[config.mk]
export PLATFORM = sky130hd
export DESIGN_NAME = mem_port_arbiter
export DESIGN_NICKNAME = d
export VERILOG_FILES = /design/src/rtl/mem_arb_pkg.sv /design/src/rtl/arb_priority.sv /design/src/rtl/mem_port_arbiter.sv
export SDC_FILE = /design/constraint.sdc
export NUM_CORES = 1
export LEC_CHECK = 0
export ABC_AREA = 1
export BUFFER_PORTS_ARGS = -buffer_cell sky130_fd_sc_hd__clkbuf_2
export CORE_AREA = 2 2 117 119
export CTS_BUF_LIST = sky130_fd_sc_hd__clkbuf_16
export DETAILED_ROUTE_END_ITERATION = 8
export DIE_AREA = 0 0 119 121
export PLACE_DENSITY = 0.85
export SETUP_SLACK_MARGIN = 0.2
export SKIP_CTS_REPAIR_TIMING = 1
export SLEW_MARGIN = 20
export SYNTH_ARGS = -nofsm -noshare
export SYNTH_HDL_FRONTEND = slang
export SYNTH_SLANG_ARGS = --single-unit
[constraint.sdc]
create_clock -name clk -period 6.1 [get_ports clk]
set_input_delay 0 -clock clk [delete_from_list [all_inputs] [get_ports clk]]
set_output_delay 0 -clock clk [all_outputs]
set_load 0.02 [all_outputs]
[src/rtl/mem_arb_pkg.sv]
// mem_arb_pkg: shared encodings for the memory port arbiter
package mem_arb_pkg;
    typedef enum logic {ST_IDLE, ST_ACCESS} state_t;
    typedef enum logic {PORT_IF, PORT_D} port_t;
    localparam logic [31:0] ERR_RDATA = 32'h0;
endpackage

[src/rtl/arb_priority.sv]
// arb_priority: D-first pick with a starvation override that lets IF win
module arb_priority
    import mem_arb_pkg::*;
#(
    parameter int STARVE_LIMIT = 4
) (
    input  logic clk,
    input  logic rst,
    input  logic req_if,
    input  logic req_d,
    input  logic grant_fire,
    output logic grant_if,
    output logic grant_d
);
    logic [3:0] starve;
    assign grant_if = req_if & (~req_d | (starve == 4'(STARVE_LIMIT)));
    assign grant_d = req_d & ~grant_if;
    // count D wins over a waiting IF; any IF grant clears the count
    always_ff @(posedge clk or posedge rst)
        if (rst) starve <= '0;
        else if (grant_fire & grant_if) starve <= '0;
        else if (grant_fire & grant_d & req_if) starve <= starve + 4'd1;
endmodule

[src/rtl/mem_port_arbiter.sv]
// mem_port_arbiter: shares one single-ported memory between fetch and load/store ports
module mem_port_arbiter
    import mem_arb_pkg::*;
#(
    parameter int STARVE_LIMIT = 4,
    parameter int TIMEOUT = 16
) (
    input  logic        clk,
    input  logic        rst,
    input  logic        if_req,
    input  logic [31:0] if_addr,
    output logic [31:0] if_rdata,
    output logic        if_valid,
    input  logic        d_req,
    input  logic        d_we,
    input  logic        d_byte,
    input  logic [31:0] d_addr,
    input  logic [31:0] d_wdata,
    output logic [31:0] d_rdata,
    output logic        d_valid,
    output logic        if_stall,
    output logic        d_stall,
    output logic        mem_en,
    output logic        mem_we,
    output logic        mem_byte,
    output logic [31:0] mem_addr,
    output logic [31:0] mem_wdata,
    input  logic [31:0] mem_rdata,
    input  logic        mem_ack,
    output logic        bus_err
);
    state_t     state;
    port_t      owner;
    logic [7:0] tcnt;
    logic       grant_if, grant_d, idle, misal, expire;
    assign idle = state == ST_IDLE;
    assign misal = ~d_byte & (d_addr[1:0] != 2'b00);
    assign expire = tcnt == 8'(TIMEOUT - 1);
    assign if_stall = if_req & ~if_valid;
    assign d_stall = d_req & ~d_valid;
    // a port completing this cycle is masked so its still-held req is not re-granted
    arb_priority #(.STARVE_LIMIT(STARVE_LIMIT)) u_pri (
        .clk(clk),
        .rst(rst),
        .req_if(if_req & ~if_valid),
        .req_d(d_req & ~d_valid),
        .grant_fire(idle),
        .grant_if(grant_if),
        .grant_d(grant_d)
    );
    // access FSM: grant and latch in IDLE, wait for ack or timeout in ACCESS
    always_ff @(posedge clk or posedge rst) begin
        if (rst) begin
            state <= ST_IDLE;
            owner <= PORT_IF;
            tcnt <= '0;
            mem_en <= 1'b0;
            mem_we <= 1'b0;
            mem_byte <= 1'b0;
            mem_addr <= '0;
            mem_wdata <= '0;
            if_rdata <= '0;
            d_rdata <= '0;
            if_valid <= 1'b0;
            d_valid <= 1'b0;
            bus_err <= 1'b0;
        end else begin
            if_valid <= 1'b0;
            d_valid <= 1'b0;
            if (idle) begin
                if (grant_d & misal) begin
                    d_valid <= 1'b1;
                    d_rdata <= ERR_RDATA;
                    bus_err <= 1'b1;
                end else if (grant_if | grant_d) begin
                    state <= ST_ACCESS;
                    mem_en <= 1'b1;
                    tcnt <= '0;
                    owner <= grant_d ? PORT_D : PORT_IF;
                    mem_addr <= grant_d ? d_addr : if_addr;
                    mem_wdata <= grant_d ? d_wdata : '0;
                    mem_we <= grant_d & d_we;
                    mem_byte <= grant_d & d_byte;
                end
            end else if (mem_ack | expire) begin
                state <= ST_IDLE;
                mem_en <= 1'b0;
                bus_err <= bus_err | ~mem_ack;
                if (owner == PORT_D) begin
                    d_valid <= 1'b1;
                    if (~mem_ack | ~mem_we) d_rdata <= mem_ack ? mem_rdata : ERR_RDATA;
                end else begin
                    if_valid <= 1'b1;
                    if_rdata <= mem_ack ? mem_rdata : ERR_RDATA;
                end
            end else begin
                tcnt <= tcnt + 8'd1;
            end
        end
    end
endmodule

==> results.py <==
metrics = {
    "route": {
        "num_vias": 7281,
        "drt_first_iter_violations": 638,
        "drc": 0,
        "vias_per_cell": 5.234,
        "dr.pass1.iters": 5,
        "final_antenna_net_count": 0,
        "wl_um": 23340,
        "wl_per_cell_um": 16.78,
    },
    "flow_run": {
        "maxCapViolations": 0,
    },
    "worst_hold_path": {
        "hold_depth": 5,
        "holdCritStartpoint": "d_addr[1]",
        "hp-class": "in -> reg",
    },
    "synthesis": {
        "netlist_instances": 827,
        "synth.distinct_cells": 31,
        "synth_area_leader_cell": "dfrtp_1",
        "yosysSeqAreaShare": 0.5459,
        "ys_seq_elements": 148,
        "synth.top_cell.area_share": 0.5459,
        "syn_area_um2": 6784,
        "ys_warn_count": 0,
        "avgSynthCellArea_um2": 8.203,
        "synth_nets": 965,
        "yosys-top-cells-area": "dfrtp_1 (55%), nand2_1 (22%), nand3_1 (3.6%), o21ai_0 (3.5%), o21ai_2 (3.0%)",
    },
    "clocking": {
        "numCtsBuffers": 17,
        "clk_pin_slew_ns": 0.06,
        "clock-root-buffer": "clkbuf_16",
        "cts_tree": "yes",
        "cts_buffer_depth": 2,
        "cts.sinks": 148,
        "worst_skew_pair.late_latency_ns": 0.42,
        "htreeDepth": 4,
    },
    "grt": {
        "grt_overflow": 0,
        "first_global_vias": 5767,
        "grt_max_degree": 88,
        "grt_pass1_wl_um": 28790,
        "track_usage": 0.2528,
        "antenna_found_initial": 1,
    },
    "finish": {
        "fill_cells": 825,
        "fin_nets": 1338,
        "syn2layout_area_growth_pct": 47.07,
        "drive_gt1_frac": 0.2885,
    },
    "pwr": {
        "sw_frac_of_total": 0.4473,
        "p_comb_frac": 0.436,
        "power.switching_uw": 2219,
        "internal_power_uw": 2742,
        "pwr-share-clk": 0.218,
        "power_density_nw_per_um2": 497.3,
        "p_leak_uw": 0.005491,
        "ir_drop_v": 0.0002545,
        "p_seq_frac": 0.346,
    },
    "placement": {
        "gp_congestion": 0.8276,
        "io_buffers": 270,
        "hpwl_um": 12040,
    },
    "floorplan": {
        "initial_core_util": 0.5185,
        "die-area_um2": 14400,
        "core.rowCount": 42,
        "die_w_um": 119,
        "pin_count": 271,
        "die_h_um": 121,
        "core-area_um2": 13090,
    },
    "setup_path": {
        "cp-start-kind": "register",
        "crit_fanout": 64,
        "startpoint": "u_pri.starve[0]",
        "r2r-start": "u_pri.starve[0]",
        "critPathRequiredTime_ns": 6.40,
        "worst_r2r_path_depth": 12,
        "worstPathArrival_ns": 3.96,
        "end_kind": "register",
        "path_class": "reg -> reg",
    },
    "timing": {
        "setup_viol": 0,
        "worstMarginPinSlew_ns": 0.8808,
        "finClkSkew_ns": 0.01018,
        "tns_ns": 0,
        "slew_violations": 0,
        "finalCritPeriodShare": 0.5989,
        "fin_crit_ns": 3.653,
        "worst_hold_slack_ns": 0.05555,
        "max_freq_mhz": 273.7,
        "rsz0062_at_grt": "no",
        "relSlewSlack": 0.4121,
        "hold_viol": 0,
    },
    "run_status": {
        "status": "complete, no violations",
    },
}
critical path: stages, from the launching register on:
cell and delay, ns:
dfrtp_1 0.39, inv_1 0.09, ha_1 0.14, nand3_1 0.09, nand2_2 0.08, nand2_2 0.08, nand2_2 0.54, clkinv_2 0.90
nand2_1 0.37, nand2_1 0.09, dlygate4sd3_1 0.58, nand2_1 0.08, nand2_1 0.07
placed cells by master (no fill, tap or decap), drive strengths merged:
master and n:
clkbuf 287, clkinv 8, nand2 413, nor2 46, ha 3, and3 1
a21oi 4, clkinvlp 2, nor3 1, nand4 2, bufinv 3, inv 25
xor2 2, buf 4, dlygate4sd3 129, xnor2 1, diode 2, o211ai 1
nor3b 2, or2 1, o21ai 78, nand3 52, dfrtp 148
registers in the layout, indices dropped and copies added, names as in the netlist:
register / count
mem_we: 1
if_valid: 1
mem_en: 1
bus_err: 1
d_rdata: 32
state: 1
if_rdata: 32
tcnt: 8
d_valid: 1
mem_wdata: 32
owner: 1
mem_byte: 1
u_pri.starve: 4
mem_addr: 32
area by class of cell:
type / count / area, um2 / share of cell area
clock buffer: 17 / 425.4 / 0.04264
inverter: 23 / 93.84 / 0.009406
antenna: 2 / 5.005 / 0.0005016
timing repair buffer: 403 / 2673 / 0.2679
sequential: 148 / 3704 / 0.3712
tap: 176 / 220.2 / 0.02207
multi-input combinational: 607 / 2674 / 0.2680
clock inverter: 15 / 182.7 / 0.01831
power groups by stage:
stage | combinational (uW) | clock [uW] | sequential, uW
6_report | 2160 | 1080 | 1720
4_1_cts | 1970 | 1090 | 1680
3_3_place_gp | 1930 | 0 | 1680
5_1_grt | 2330 | 1140 | 1760
2_1_floorplan | 853 | 0 | 2170
3_5_place_dp | 1970 | 0 | 1690
worst paths after layout:
path,slack [ns],to
setup / recovery,2.45,mem_addr[14]
hold / removal,0.06,mem_addr[1]
setup reg to reg,2.45,mem_addr[14]
hold reg to reg,0.47,d_rdata[29]
max in group asynchronous,4.53,mem_addr[25]
min in group asynchronous,0.28,if_rdata[28]
routing by layer:
layer | vias up | part of all wire | GRT usage
met5 | - | 0 | 0
met4 | 0 | 0.054 | 0.09449
met3 | 120 | 0.083 | 0.07049
met2 | 445 | 0.49 | 0.4138
met1 | 3384 | 0.37 | 0.3218
li1 | 3332 | - | -
cell usage after synthesis (all sizes together):
library cell,n
clkinv,2
nor3b,2
nand4,2
xor2,2
and3,1
xnor2,1
dfrtp,148
o21ai,78
buf,41
nand3,52
nor3,1
nand2,413
or2,1
clkbuf,8
ha,3
o211ai,1
a21oi,4
inv,21
nor2,46
kinds of logic (layout without fill, tap and decap cells):
logic type | Yosys count | count (layout) | synth area share
simple gates | 518 | 518 | 0.3089
flops | 148 | 148 | 0.5459
compound gates | 83 | 83 | 0.07433
buf+inv | 72 | 458 | 0.06142
fa+ha+maj | 3 | 3 | 0.005534
xor+xnor | 3 | 3 | 0.003874
other cells | 0 | 2 | 0
per-stage QoR:
| step | cells | area [um2] | setup slack [ns] | utilization | power, uW |
|---|---|---|---|---|---|
| finish | 1391 | 9977 | 2.447 | 0.7625 | 4962 |
| global route | 1390 | 9975 | 2.207 | 0.7623 | 5224 |
| CTS | 1260 | 8681 | 3.175 | 0.6634 | 4745 |
| detailed placement | 1228 | 8073 | 3.239 | 0.6169 | 3658 |
| global placement | 1228 | 8073 | 3.286 | 0.6169 | 3607 |
| floorplan | 827 | 6784 | 2.120 | - | 3020 |
Power figures use the tool's default switching activity.
